File: src/rtl/prime_stream_buffer.sv
// prime_stream_buffer
//   Sits behind the 8-bit prime generator. Each accepted prime is annotated
//   with its gap from the previous prime, a twin-prime flag and a
//   first-of-sweep flag. The result is queued in a first-word-fall-through
//   FIFO and offered downstream over ready/valid. The generator cannot be
//   stalled, so a sample that arrives while the FIFO is full is dropped,
//   counted and flagged.
//
// Ports
//   clk          sole clock, posedge
//   rst          asynchronous active-high reset
//   in_prime     prime value from the generator
//   in_valid     generator strobe, one sample per high cycle
//   out_ready    downstream ready
//   out_valid    FIFO head holds data
//   out_prime    head prime
//   out_gap      head gap to previous prime (0 for first of sweep)
//   out_twin     head gap == 2
//   out_first    head is first prime of a sweep
//   level        FIFO occupancy, 0..DEPTH
//   sweep_count  completed sweeps, wrapping
//   drop_count   primes lost to a full FIFO, saturating
//   overflow     sticky, set on first drop
module prime_stream_buffer #(
  parameter int DEPTH = 8,
  parameter int AW    = 3
) (
  input  logic          clk,
  input  logic          rst,
  input  logic [7:0]    in_prime,
  input  logic          in_valid,
  input  logic          out_ready,
  output logic          out_valid,
  output logic [7:0]    out_prime,
  output logic [7:0]    out_gap,
  output logic          out_twin,
  output logic          out_first,
  output logic [AW:0]   level,
  output logic [7:0]    sweep_count,
  output logic [7:0]    drop_count,
  output logic          overflow
);

  localparam logic [AW:0]   LVL_ONE  = (AW+1)'(1);
  localparam logic [AW:0]   LVL_FULL = (AW+1)'(DEPTH);
  localparam logic [AW-1:0] PTR_ONE  = AW'(1);

  // Entry layout: {prime[17:10], gap[9:2], twin[1], first[0]}
  logic [17:0]   r_mem [DEPTH];
  logic [AW-1:0] r_wr_ptr;
  logic [AW-1:0] r_rd_ptr;
  logic [AW:0]   r_level;
  logic [7:0]    r_last_prime;
  logic          r_has_last;
  logic [7:0]    r_sweep_count;
  logic [7:0]    r_drop_count;
  logic          r_overflow;

  logic          w_accept;
  logic          w_new_sweep;
  logic [7:0]    w_gap;
  logic          w_twin;
  logic          w_push;
  logic          w_pop;
  logic          w_drop;
  logic          w_valid;
  logic [17:0]   w_entry;
  logic [17:0]   w_head;

  // Classify the incoming sample and build the FIFO entry for it
  always_comb begin
    w_accept    = 1'b0;
    w_new_sweep = 1'b0;
    w_gap       = 8'd0;
    w_twin      = 1'b0;
    w_entry     = 18'd0;
    // 0 and 1 appear only when the generator counter wraps; they are not primes
    if (in_valid && (in_prime >= 8'd2)) begin
      w_accept = 1'b1;
    end else begin
      w_accept = 1'b0;
    end
    if (!r_has_last || (in_prime <= r_last_prime)) begin
      w_new_sweep = 1'b1;
      w_gap       = 8'd0;
    end else begin
      w_new_sweep = 1'b0;
      w_gap       = in_prime - r_last_prime;
    end
    w_twin  = (w_gap == 8'd2);
    w_entry = {in_prime, w_gap, w_twin, w_new_sweep};
  end

  // Push/pop handshake; a full FIFO still accepts when the head leaves this cycle
  always_comb begin
    w_valid = (r_level != {(AW+1){1'b0}});
    w_pop   = w_valid && out_ready;
    w_push  = w_accept && ((r_level < LVL_FULL) || w_pop);
    w_drop  = w_accept && !w_push;
  end

  // Pointer and occupancy tracking
  always_ff @(posedge clk or posedge rst) begin
    if (rst) begin
      r_wr_ptr <= {AW{1'b0}};
      r_rd_ptr <= {AW{1'b0}};
      r_level  <= {(AW+1){1'b0}};
    end else begin
      if (w_push) r_wr_ptr <= r_wr_ptr + PTR_ONE;
      else        r_wr_ptr <= r_wr_ptr;
      if (w_pop)  r_rd_ptr <= r_rd_ptr + PTR_ONE;
      else        r_rd_ptr <= r_rd_ptr;
      case ({w_push, w_pop})
        2'b10:   r_level <= r_level + LVL_ONE;
        2'b01:   r_level <= r_level - LVL_ONE;
        default: r_level <= r_level;
      endcase
    end
  end

  // Entry storage; cleared on reset so the head fields read 0 rather than X
  always_ff @(posedge clk or posedge rst) begin
    if (rst) begin
      for (int i = 0; i < DEPTH; i++) begin
        r_mem[i] <= 18'd0;
      end
    end else if (w_push) begin
      r_mem[r_wr_ptr] <= w_entry;
    end else begin
      r_mem[r_wr_ptr] <= r_mem[r_wr_ptr];
    end
  end

  // Stream statistics; these follow every accepted sample, dropped or not
  always_ff @(posedge clk or posedge rst) begin
    if (rst) begin
      r_last_prime  <= 8'd0;
      r_has_last    <= 1'b0;
      r_sweep_count <= 8'd0;
      r_drop_count  <= 8'd0;
      r_overflow    <= 1'b0;
    end else begin
      if (w_accept) begin
        r_last_prime <= in_prime;
        r_has_last   <= 1'b1;
        // A sweep is only "completed" once a previous one existed
        if (w_new_sweep && r_has_last) r_sweep_count <= r_sweep_count + 8'd1;
        else                           r_sweep_count <= r_sweep_count;
      end else begin
        r_last_prime  <= r_last_prime;
        r_has_last    <= r_has_last;
        r_sweep_count <= r_sweep_count;
      end
      if (w_drop) begin
        if (r_drop_count != 8'hFF) r_drop_count <= r_drop_count + 8'd1;
        else                       r_drop_count <= r_drop_count;
        r_overflow <= 1'b1;
      end else begin
        r_drop_count <= r_drop_count;
        r_overflow   <= r_overflow;
      end
    end
  end

  // Head fields fall through from storage at the read pointer
  assign w_head      = r_mem[r_rd_ptr];
  assign out_valid   = w_valid;
  assign out_prime   = w_head[17:10];
  assign out_gap     = w_head[9:2];
  assign out_twin    = w_head[1];
  assign out_first   = w_head[0];
  assign level       = r_level;
  assign sweep_count = r_sweep_count;
  assign drop_count  = r_drop_count;
  assign overflow    = r_overflow;

endmodule

File: config.mk
export PLATFORM = sky130hd
export DESIGN_NAME = prime_stream_buffer
export DESIGN_NICKNAME = d
export VERILOG_FILES = /design/src/rtl/prime_stream_buffer.sv
export SDC_FILE = /design/constraint.sdc
export NUM_CORES = 1
export LEC_CHECK = 0
export CAP_MARGIN = 30
export CORE_ASPECT_RATIO = 1.5
export CORE_MARGIN = 2
export CORE_UTILIZATION = 50
export CTS_CLUSTER_DIAMETER = 200
export DETAILED_ROUTE_END_ITERATION = 8
export DONT_BUFFER_PORTS = 1
export HOLD_SLACK_MARGIN = 0.06
export PLACE_DENSITY = 0.73
export SKIP_CTS_REPAIR_TIMING = 1
export SLEW_MARGIN = 0
export SYNTH_ARGS = -nofsm -noshare
export SYNTH_HDL_FRONTEND = slang
export SYNTH_SLANG_ARGS = --single-unit
export TNS_END_PERCENT = 30
File: constraint.sdc
create_clock -name clk -period 6.6 [get_ports clk]
set_input_delay 1.32 -clock clk [delete_from_list [all_inputs] [get_ports clk]]
set_output_delay 1.32 -clock clk [all_outputs]
set_load 0.02 [all_outputs]
==> metrics.txt, run 1 <==
Die Footprint=19,900 um^2; Final Skew=8.53 ps; # Max-Cap Violations=0; setup slack after placement=2100 ps; antenna violation net count after detailed routing=0; final-stage net count=914; # H-tree levels=4; Critical Path Sink Type=flop; routability cong.=0.910; class of the tightest hold or removal check=reg -> reg; Inst Count DP=1,118; number of antenna diodes=0; final worst-path setup slack=2550 ps; Worst Setup Start Kind=input port; first-pass GRT wire length=38,800 um; Avg WL per Cell=21.1 um; Final Slew Violations=0; Cells after Synth=912; Ys Warns=0; pin count of the biggest net entering global routing=82; Via density=6.22; buffer cell driving the clock tree root=sky130_fd_sc_hd__clkbuf_16; EDFF count, synth=0; count of cell types in the netlist=63; share of the clock period used by the worst path=61.3%; max_slew headroom=32.8%; GRT overflow=0; crit path max fanout=31; area of the placeable core=18,500 um^2; Sum Neg Setup Slack=0 ps; worst slew pin tran=1010 ps; count of TritonRoute iterations in the first routing pass=5; vias in the first global route=7,049; sequential fraction of the synthesis area=48.0%; width of the die=116 um; number of clock buffers inserted by TritonCTS=17; Clock Latency Late Sink=440 ps; unrepaired setup endpoints after global routing=no; clock tree from TritonCTS=yes; count of non-filler cells in the finished layout=1,150; half-perimeter wire length after placement=16,400 um; die height=172 um; post-synthesis to final-layout area growth=10.5%; maximum clock insertion buffer count=2; time the final worst path needs with I/O delays and setup=4050 ps; number of design-rule violations left by the first detailed-router iteration=789; Site Rows=61; number of design rule violations left after detail routing=0; worst endpoint required time=6920 ps; all-layer global routing usage=25.8%; number of clock sinks=180; syn_area_per_cell=10.3 um^2; flip-flop cell with the highest count after synthesis=sky130_fd_sc_hd__dfrtp_1; initial antenna violation count=0; number of ports placed on the die boundary=52; number of synthesized register bits=180; final setup vio count=0; static leakage=0.00442 uW; cell area power density=584 nW/um^2; final routed wirelength across all metal layers=24,300 um; share of Yosys cell area claimed by the top area cell type=48.0%; fraction of final layout cells sized beyond drive strength 1=14.3%; Final Hold Vio Count=0; area of the mapped netlist=9380 um^2; max frequency=247 MHz; fraction of registers with async set or reset after synthesis=100%; run status=finished, final reports clean; Arr. time, crit path=4360 ps; Synth area leader=sky130_fd_sc_hd__dfrtp_1; top library cells by usage in the layout, fill and taps aside=sky130_fd_sc_hd__dfrtp_1 (179), sky130_fd_sc_hd__nand2_1 (158), sky130_fd_sc_hd__o21ai_0 (139); category of the critical setup timing path=in -> reg; net count of the mapped netlist=941; largest cells by area after synthesis=sky130_fd_sc_hd__dfrtp_1 (48%), sky130_fd_sc_hd__mux4_2 (9.1%), sky130_fd_sc_hd__o21ai_0 (7.4%); # port buffers=0; vias=7,152; commonest non-fill, non-tap cell in the layout=sky130_fd_sc_hd__dfrtp_1; clock-pin slew on the worst setup and hold paths=70 ps; Max IR drop VDD=0.000237 V; initial core utilization=50.8%
cell families (layout without fill, tap and decap cells):
group           Yosys count  count (layout)  synth area share (%)
compound gates          268             268                  17.4
xor+xnor                 27              27                  2.52
fa+ha+maj                17              17                  2.43
buf+inv                  86              72                  3.71
flops                   180             180                  48.0
mux                      82              82                  14.2
simple gates            252             252                  11.8
registers in the layout (all words and copies together) (netlist names):
name          cells
sweep_count       8
overflow          1
r_wr_ptr          3
r_mem           144
drop_count        8
r_rd_ptr          3
level             4
r_has_last        1
r_last_prime      8
final timing paths:
path / from / end / slack [ps] / cells after the start
setup / recovery: in_prime[4] / level[3]$_DFFE_PP0P_ / 2550 / 11
hold / removal: r_mem[139]$_DFFE_PP0P_ / r_mem[139]$_DFFE_PP0P_ / 500 / 2
setup reg to reg: r_wr_ptr[2]$_DFFE_PP0N_ / r_mem[35]$_DFFE_PP0P_ / 3290 / 7
hold reg to reg: r_mem[139]$_DFFE_PP0P_ / r_mem[139]$_DFFE_PP0P_ / 500 / 2
max in group asynchronous: rst / r_mem[111]$_DFFE_PP0P_ / 4540 / 2
min in group asynchronous: rst / drop_count[1]$_DFFE_PP0P_ / 870 / 1
power by group:
part           switching (uW)  internal (uW)  leakage (uW)  total [uW]
clock                     452            575      0.000279        1030
combinational            1710           1210       0.00196        2920
sequential                489           1620       0.00218        2110
total                    2650           3400       0.00442        6050
synth_stat cells (all sizes together), types with 3 or more instances:
master and instances:
dfrtp 180, nand2 158, o21ai 153, clkbuf 51
mux4 38, a21oi 36, nor2 35, mux2 25
inv 20, xnor2 20, a22oi 19, mux2i 19
a221oi 18, buf 15, ha 15, nand4 14
a22o 8, and3 8, o22ai 7, xor2 7
nor2b 6, nand2b 5, nor3 5, nand3 4
o211ai 4, o31ai 4, and2 3, or3 3
layout make-up:
| cell class | instances | area (um^2) |
|---|---|---|
| timing repair buffer | 20 | 334 |
| sequential | 180 | 4510 |
| clock inverter | 12 | 144 |
| multi-input combinational | 646 | 4530 |
| inverter | 20 | 80.1 |
| fill | 1608 | 8110 |
| clock buffer | 20 | 447 |
| tap | 252 | 315 |
critical path, cell delays in order:
cell	delay (ps)
sky130_fd_sc_hd__or4_4	530
sky130_fd_sc_hd__o41ai_4	460
sky130_fd_sc_hd__nor2b_2	220
sky130_fd_sc_hd__inv_2	550
sky130_fd_sc_hd__ha_1	320
sky130_fd_sc_hd__ha_1	240
sky130_fd_sc_hd__a21o_1	180
sky130_fd_sc_hd__a21oi_1	170
sky130_fd_sc_hd__xnor2_1	140
sky130_fd_sc_hd__nor2_1	70
sky130_fd_sc_hd__xor2_1	140
routing by layer:
| layer | wire, um | vias to the layer above | track usage [%] |
|---|---|---|---|
| met2 | 12100 | 286 | 42.3 |
| li1 | - | 3244 | - |
| met3 | 1550 | 62 | 5.04 |
| met1 | 9790 | 3560 | 33.2 |
| met5 | 0 | - | 0 |
| met4 | 845 | 0 | 11.3 |
through the flow:
step	hold slack, ps	area, um^2	total power (uW)	util, %
final	503	10400	6050	56.1
after global routing	528	10400	6440	56.1
after CTS	506	10400	6040	56.1
after detailed placement	489	9770	5000	52.9
after global placement	480	9500	4770	51.4
after floorplan	453	9380	4150	-
No activity file was read; power rests on OpenSTA's default activity.
==> run 2, diff against run 1 <==
--- a/config.mk
+++ b/config.mk
@@ -13,7 +13,7 @@
 export DETAILED_ROUTE_END_ITERATION = 8
 export DONT_BUFFER_PORTS = 1
 export HOLD_SLACK_MARGIN = 0.06
-export PLACE_DENSITY = 0.73
+export PLACE_DENSITY = 0.76
 export SKIP_CTS_REPAIR_TIMING = 1
 export SLEW_MARGIN = 0
 export SYNTH_ARGS = -nofsm -noshare
==> constraint.sdc (replaced) <==
create_clock -name clk -period 3.37 [get_ports clk]
set_input_delay 0.674 -clock clk [delete_from_list [all_inputs] [get_ports clk]]
set_output_delay 0.674 -clock clk [all_outputs]
set_load 0.02 [all_outputs]
==> run 2 against run 1 <==
Global-route usage is 0.087 points higher; combinational power increased by 90%; via count up 0.77%; final area decreased by 0.83%; sequential share of layout area is 0.37 points higher; wire length is 0.26% higher; flip-flop and latch count stayed put; die area did not move.
==> metrics.txt, run 2 (same netlist as run 1, synthesis figures left out) <==
run status=finished, final reports clean; Final Slew Violations=0 (unchanged); half-perimeter wire length after placement=16,000 um (-2.4%); Site Rows=61 (unchanged); Die Footprint=19,900 um^2 (unchanged); Critical Path Sink Type=flop; time the final worst path needs with I/O delays and setup=2870 ps; final setup vio count=0 (unchanged); # port buffers=0 (unchanged); # H-tree levels=4 (unchanged); pin count of the biggest net entering global routing=111 (+35%); number of design rule violations left after detail routing=0 (unchanged); GRT overflow=0 (unchanged); Clock Latency Late Sink=440 ps (about the same); width of the die=116 um (unchanged); number of antenna diodes=0 (unchanged); antenna violation net count after detailed routing=0 (unchanged); Final Hold Vio Count=0 (unchanged); number of design-rule violations left by the first detailed-router iteration=656 (-17%); crit path max fanout=5 (-84%); max frequency=348 MHz; # Max-Cap Violations=0 (unchanged); total area of multi-input combinational cells=4530 um^2 (unchanged); vias in the first global route=7,336 (+4.1%); unrepaired setup endpoints after global routing=no; Inst Count DP=1,131 (+1.2%); Max IR drop VDD=0.000490 V (+110%); M2 GR Usage=40.7% (-1.6 points); Largest register FFs=144 (unchanged); static leakage=0.00441 uW (-0.29%); number of clock sinks=180 (unchanged); Arr. time, crit path=3180 ps (-1180 ps); post-synthesis to final-layout area growth=9.57%; worst slew pin tran=881 ps (-127 ps); clock-pin slew on the worst setup and hold paths=60 ps (about the same); commonest non-fill, non-tap cell in the layout=sky130_fd_sc_hd__dfrtp_1; all-layer global routing usage=25.9% (+0.087 points); Worst Setup Start Kind=flop; area used by sequential logic in the layout=4510 um^2 (unchanged); Avg WL per Cell=21.0 um (-0.78%); most congested layer reported by global routing=met2; worst endpoint required time=3680 ps (-3240 ps); top library cells by usage in the layout, fill and taps aside=sky130_fd_sc_hd__dfrtp_1 (179), sky130_fd_sc_hd__nand2_1 (158), sky130_fd_sc_hd__o21ai_0 (139); Sum Neg Setup Slack=0 ps (unchanged); count of TritonRoute iterations in the first routing pass=5 (unchanged); routability cong.=0.862 (-5.3%); max_slew headroom=41.3% (+8.5 points); class of the tightest hold or removal check=in -> async; category of the critical setup timing path=reg -> reg; final-stage net count=927 (+1.4%); final routed wirelength across all metal layers=24,400 um (+0.26%); fill cell count=1,599 (-0.56%); met3 track utilization from global routing=6.48% (+1.4 points); fraction of met1 tracks used by global routing=32.3% (-0.89 points); number of clock buffers inserted by TritonCTS=17 (unchanged); Reg with most FFs=r_mem; clock tree from TritonCTS=yes; area of the placeable core=18,500 um^2 (unchanged); initial core utilization=50.8% (unchanged); count of non-filler cells in the finished layout=1,162 (+1.0%); buffer cell driving the clock tree root=sky130_fd_sc_hd__clkbuf_16; cell area power density=1130 nW/um^2 (+93%); Final Skew=9.36 ps (+0.832 ps); maximum clock insertion buffer count=2 (unchanged); share of the clock period used by the worst path=85.3%; Via density=6.20 (-0.27%); initial antenna violation count=0 (unchanged); first-pass GRT wire length=39,100 um (+0.74%); number of ports placed on the die boundary=52 (unchanged); vias=7,207 (+0.77%); fraction of final layout cells sized beyond drive strength 1=15.4% (+1.1 points); die height=172 um (unchanged)
-- run 2: cell types whose count changed in the layout (fill, tap and decap cells not counted), moves of 2 or more --
cell / delta
sky130_fd_sc_hd__buf_4: +20
sky130_fd_sc_hd__buf_16: -9
sky130_fd_sc_hd__inv_6: -6
sky130_fd_sc_hd__clkinv_2: +5
sky130_fd_sc_hd__buf_12: +3
sky130_fd_sc_hd__clkbuf_8: +2
-- run 2: path summary, 6_finish.rpt --
kind                                                  start                     endpoint  slack, ps  cells after the start
worst max-delay path                   level[0]$_DFFE_PP0P_         level[3]$_DFFE_PP0P_        500                     10
max in group asynchronous                               rst        r_mem[53]$_DFFE_PP0P_       2350                      2
worst max register to register         level[0]$_DFFE_PP0P_         level[3]$_DFFE_PP0P_        500                     10
worst min register to register  r_last_prime[0]$_DFFE_PP0P_  r_last_prime[0]$_DFFE_PP0P_        490                      2
worst min-delay path                                    rst       r_mem[113]$_DFFE_PP0P_        240                      2
min in group clk                                in_prime[3]  r_last_prime[3]$_DFFE_PP0P_        350                      2
-- run 2: routing by layer --
layer / vias to the layer above / share of wire, %
met5: - / 0
met1: 3531 / 39
li1: 3267 / -
met3: 84 / 7.5
met2: 325 / 49
met4: 0 / 4.9
-- run 2: critical path, cell delays in order (launching register included) --
cell and delay [ps]:
sky130_fd_sc_hd__dfrtp_1 520, sky130_fd_sc_hd__or4_1 720, sky130_fd_sc_hd__nand2_1 210, sky130_fd_sc_hd__inv_1 90
sky130_fd_sc_hd__ha_1 240, sky130_fd_sc_hd__ha_1 280, sky130_fd_sc_hd__a21o_1 180, sky130_fd_sc_hd__a21oi_1 170
sky130_fd_sc_hd__xnor2_1 130, sky130_fd_sc_hd__nor2_1 70, sky130_fd_sc_hd__xor2_1 140
-- run 2: area by class of cell --
cell class	count	area share, %
clock inverter	9	0.779
inverter	20	0.767
multi-input combinational	646	44.1
timing repair buffer	33	2.78
clock buffer	22	4.62
sequential	180	43.9
tap	252	3.07
-- run 2: metrics by stage --
step           setup slack (ps)  instance area [um^2]  power [uW]  util [%]  hold slack, ps
2_1_floorplan               313                  9380        8130         -             453
3_3_place_gp                428                  9720        9490      52.6             472
3_5_place_dp                366                  9720        9690      52.6             481
4_1_cts                     504                 10300       11600      55.6             317
5_1_grt                     319                 10300       12400      55.6             310
6_report                    496                 10300       11600      55.6             244
-- run 2: where the power goes --
group	switching (uW)	total (uW)	internal [uW]
Sequential	1010	4170	3170
Combinational	3260	5550	2280
Clock	823	1890	1070
==> run 3, diff against run 2 <==
--- a/config.mk
+++ b/config.mk
@@ -6,14 +6,17 @@
 export NUM_CORES = 1
 export LEC_CHECK = 0
 export CAP_MARGIN = 30
+export CELL_PAD_IN_SITES_DETAIL_PLACEMENT = 1
+export CELL_PAD_IN_SITES_GLOBAL_PLACEMENT = 2
 export CORE_ASPECT_RATIO = 1.5
 export CORE_MARGIN = 2
-export CORE_UTILIZATION = 50
+export CORE_UTILIZATION = 38
 export CTS_CLUSTER_DIAMETER = 200
 export DETAILED_ROUTE_END_ITERATION = 8
 export DONT_BUFFER_PORTS = 1
 export HOLD_SLACK_MARGIN = 0.06
-export PLACE_DENSITY = 0.76
+export MAX_ROUTING_LAYER = met4
+export PLACE_DENSITY = 0.84
 export SKIP_CTS_REPAIR_TIMING = 1
 export SLEW_MARGIN = 0
 export SYNTH_ARGS = -nofsm -noshare
==> run 3 against run 2 <==
Final area rose by 1.5%; fmax fell by 4.5%; sequential power rose by 1%; hold slack got worse by 11 ps; cell count rose by 7.0%; clock-buffer cell count fell by 1; critical endpoint is now r_mem[75]$_DFFE_PP0P_.
==> metrics.txt, run 3 (same netlist as run 1, synthesis figures left out) <==
routability cong.=0.872 (+1.1%); all-layer global routing usage=23.9% (-2.0 points); fraction of final layout cells sized beyond drive strength 1=16.3% (+0.94 points); category of the critical setup timing path=reg -> reg; Final Skew=11.6 ps (+2.28 ps); half-perimeter wire length after placement=19,700 um (+23%); max frequency=332 MHz (-4.5%); time the final worst path needs with I/O delays and setup=3010 ps (+137 ps); number of antenna diodes=0 (unchanged); clock-pin slew on the worst setup and hold paths=70 ps (about the same); clock tree from TritonCTS=yes; antenna violation net count after detailed routing=0 (unchanged); top library cells by usage in the layout, fill and taps aside=sky130_fd_sc_hd__dfrtp_1 (178), sky130_fd_sc_hd__nand2_1 (158), sky130_fd_sc_hd__o21ai_0 (139); count of non-filler cells in the finished layout=1,243 (+7.0%); Inst Count DP=1,211 (+7.1%); Final Hold Vio Count=0 (unchanged); initial antenna violation count=0 (unchanged); static leakage=0.00444 uW (+0.65%); Worst path slowest cell=sky130_fd_sc_hd__o21ai_0; Arr. time, crit path=3310 ps (+130 ps); Via density=5.88 (-5.2%); crit path max fanout=32 (+27); cell occurring most often along the worst timing path=sky130_fd_sc_hd__o21ai_0; # port buffers=0 (unchanged); Max IR drop VDD=0.000473 V (-3.5%); Clock Latency Late Sink=450 ps (about the same); setup slack after placement=230 ps (-136 ps); unrepaired setup endpoints after global routing=no; worst slew pin tran=782 ps (-98.9 ps); peak per-stage delay on the critical path=570 ps (-150 ps); fill cell count=2,754 (+72%); Sum Neg Setup Slack=0 ps (unchanged); number of design rule violations left after detail routing=0 (unchanged); Avg WL per Cell=23.4 um (+12%); pin count of the biggest net entering global routing=67 (-40%); buffer cell driving the clock tree root=sky130_fd_sc_hd__clkbuf_16; # Max-Cap Violations=0 (unchanged); final-stage net count=935 (+0.86%); worst path cell trace=buf_4, mux2_2, nand2_1, a21oi_1, o21ai_0, o31a_1, o21ai_0; worst endpoint required time=3670 ps (about the same); Critical Path Sink Type=flop; number of ports placed on the die boundary=52 (unchanged); width of the die=132 um (+14%); Reg with most FFs=r_mem; number of cells on the worst reg-to-reg path=7 (-3); final routed wirelength across all metal layers=29,100 um (+19%); share of the clock period used by the worst path=89.3% (+4.1 points); maximum clock insertion buffer count=2 (unchanged); first-pass GRT wire length=45,900 um (+17%); area used by sequential logic in the layout=4510 um^2 (about the same); cell area power density=1140 nW/um^2 (+1.2%); Final Slew Violations=0 (unchanged); number of clock buffers inserted by TritonCTS=17 (unchanged); Die Footprint=26,000 um^2 (+31%); number of clock sinks=180 (unchanged); final worst-path setup slack=359 ps (-137 ps); origin of the critical flop-to-flop path=r_wr_ptr[1]$_DFFE_PP0N_; # H-tree levels=4 (unchanged); Site Rows=70 (+15%); vias in the first global route=7,769 (+5.9%); area of the placeable core=24,300 um^2 (+32%); post-synthesis to final-layout area growth=11.3%; CP startpoint=r_wr_ptr[1]$_DFFE_PP0N_; GRT overflow=0 (unchanged); class of the tightest hold or removal check=in -> async; Worst Setup Start Kind=flop; Largest register FFs=144 (unchanged); number of design-rule violations left by the first detailed-router iteration=510 (-22%); die height=196 um (+14%); total area of multi-input combinational cells=4530 um^2 (unchanged); final setup vio count=0 (unchanged); vias=7,308 (+1.4%); initial core utilization=38.5% (-12 points); run status=finished, final reports clean; commonest non-fill, non-tap cell in the layout=sky130_fd_sc_hd__dfrtp_1; max_slew headroom=47.5% (+6.2 points); count of TritonRoute iterations in the first routing pass=5 (unchanged)
[run 3: cell count changes in the layout (fill, tap and decap cells not counted), sizes merged]
cell / change
buf: +8
clkbuf: -1
clkinv: -3
clkinvlp: +3
inv: +2
[run 3: layout make-up]
| cell class | count | share of cell area [%] |
|---|---|---|
| multi-input cells | 646 | 43.5 |
| flip-flops and latches | 180 | 43.2 |
| clock buffers | 21 | 4.41 |
| well taps | 324 | 3.89 |
| repair buffers | 41 | 3.31 |
| clock inverters | 11 | 0.971 |
| inverters | 20 | 0.756 |
[run 3: through the flow]
stage	total power, uW	instance area (um^2)	util (%)	hold slack [ps]
after floorplan	8130	9380	-	453
after global placement	9760	9870	40.5	468
after detailed placement	10000	9870	40.5	496
after CTS	12000	10400	42.8	238
after global routing	12800	10400	42.8	265
final	11900	10400	42.8	233
[run 3: layer usage]
layer	part of all wire, %	vias to the layer above	global-route usage [%]	routed length, um
li1	-	3273	-	-
met2	51	182	39.3	14900
met4	3.4	0	10.4	988
met1	41	3795	28.7	11900
met5	0	-	-	0
met3	4.6	58	4.84	1350
[run 3: where the power goes]
group | internal (uW) | leakage (uW) | switching [uW]
sequential | 3170 | 0.00218 | 1050
clock | 1060 | 0.000266 | 892
combinational | 2310 | 0.00199 | 3450
[run 3: worst paths after layout]
kind,endpoint,slack (ps)
worst max-delay path,r_mem[75]$_DFFE_PP0P_,360
worst min-delay path,r_mem[132]$_DFFE_PP0P_,230
worst max register to register,r_mem[75]$_DFFE_PP0P_,360
worst min register to register,r_mem[131]$_DFFE_PP0P_,510
max in group asynchronous,r_rd_ptr[0]$_DFFE_PP0P_,2240
min in group clk,r_last_prime[2]$_DFFE_PP0P_,340
[run 3: critical path: cells and delay by family (launching register included)]
family,cells,cell delay (ps)
AOI/OAI and AO/OA,4,1390
buffers and inverters,1,470
DFF,1,500
muxes,1,390
and+or+nand+nor,1,70
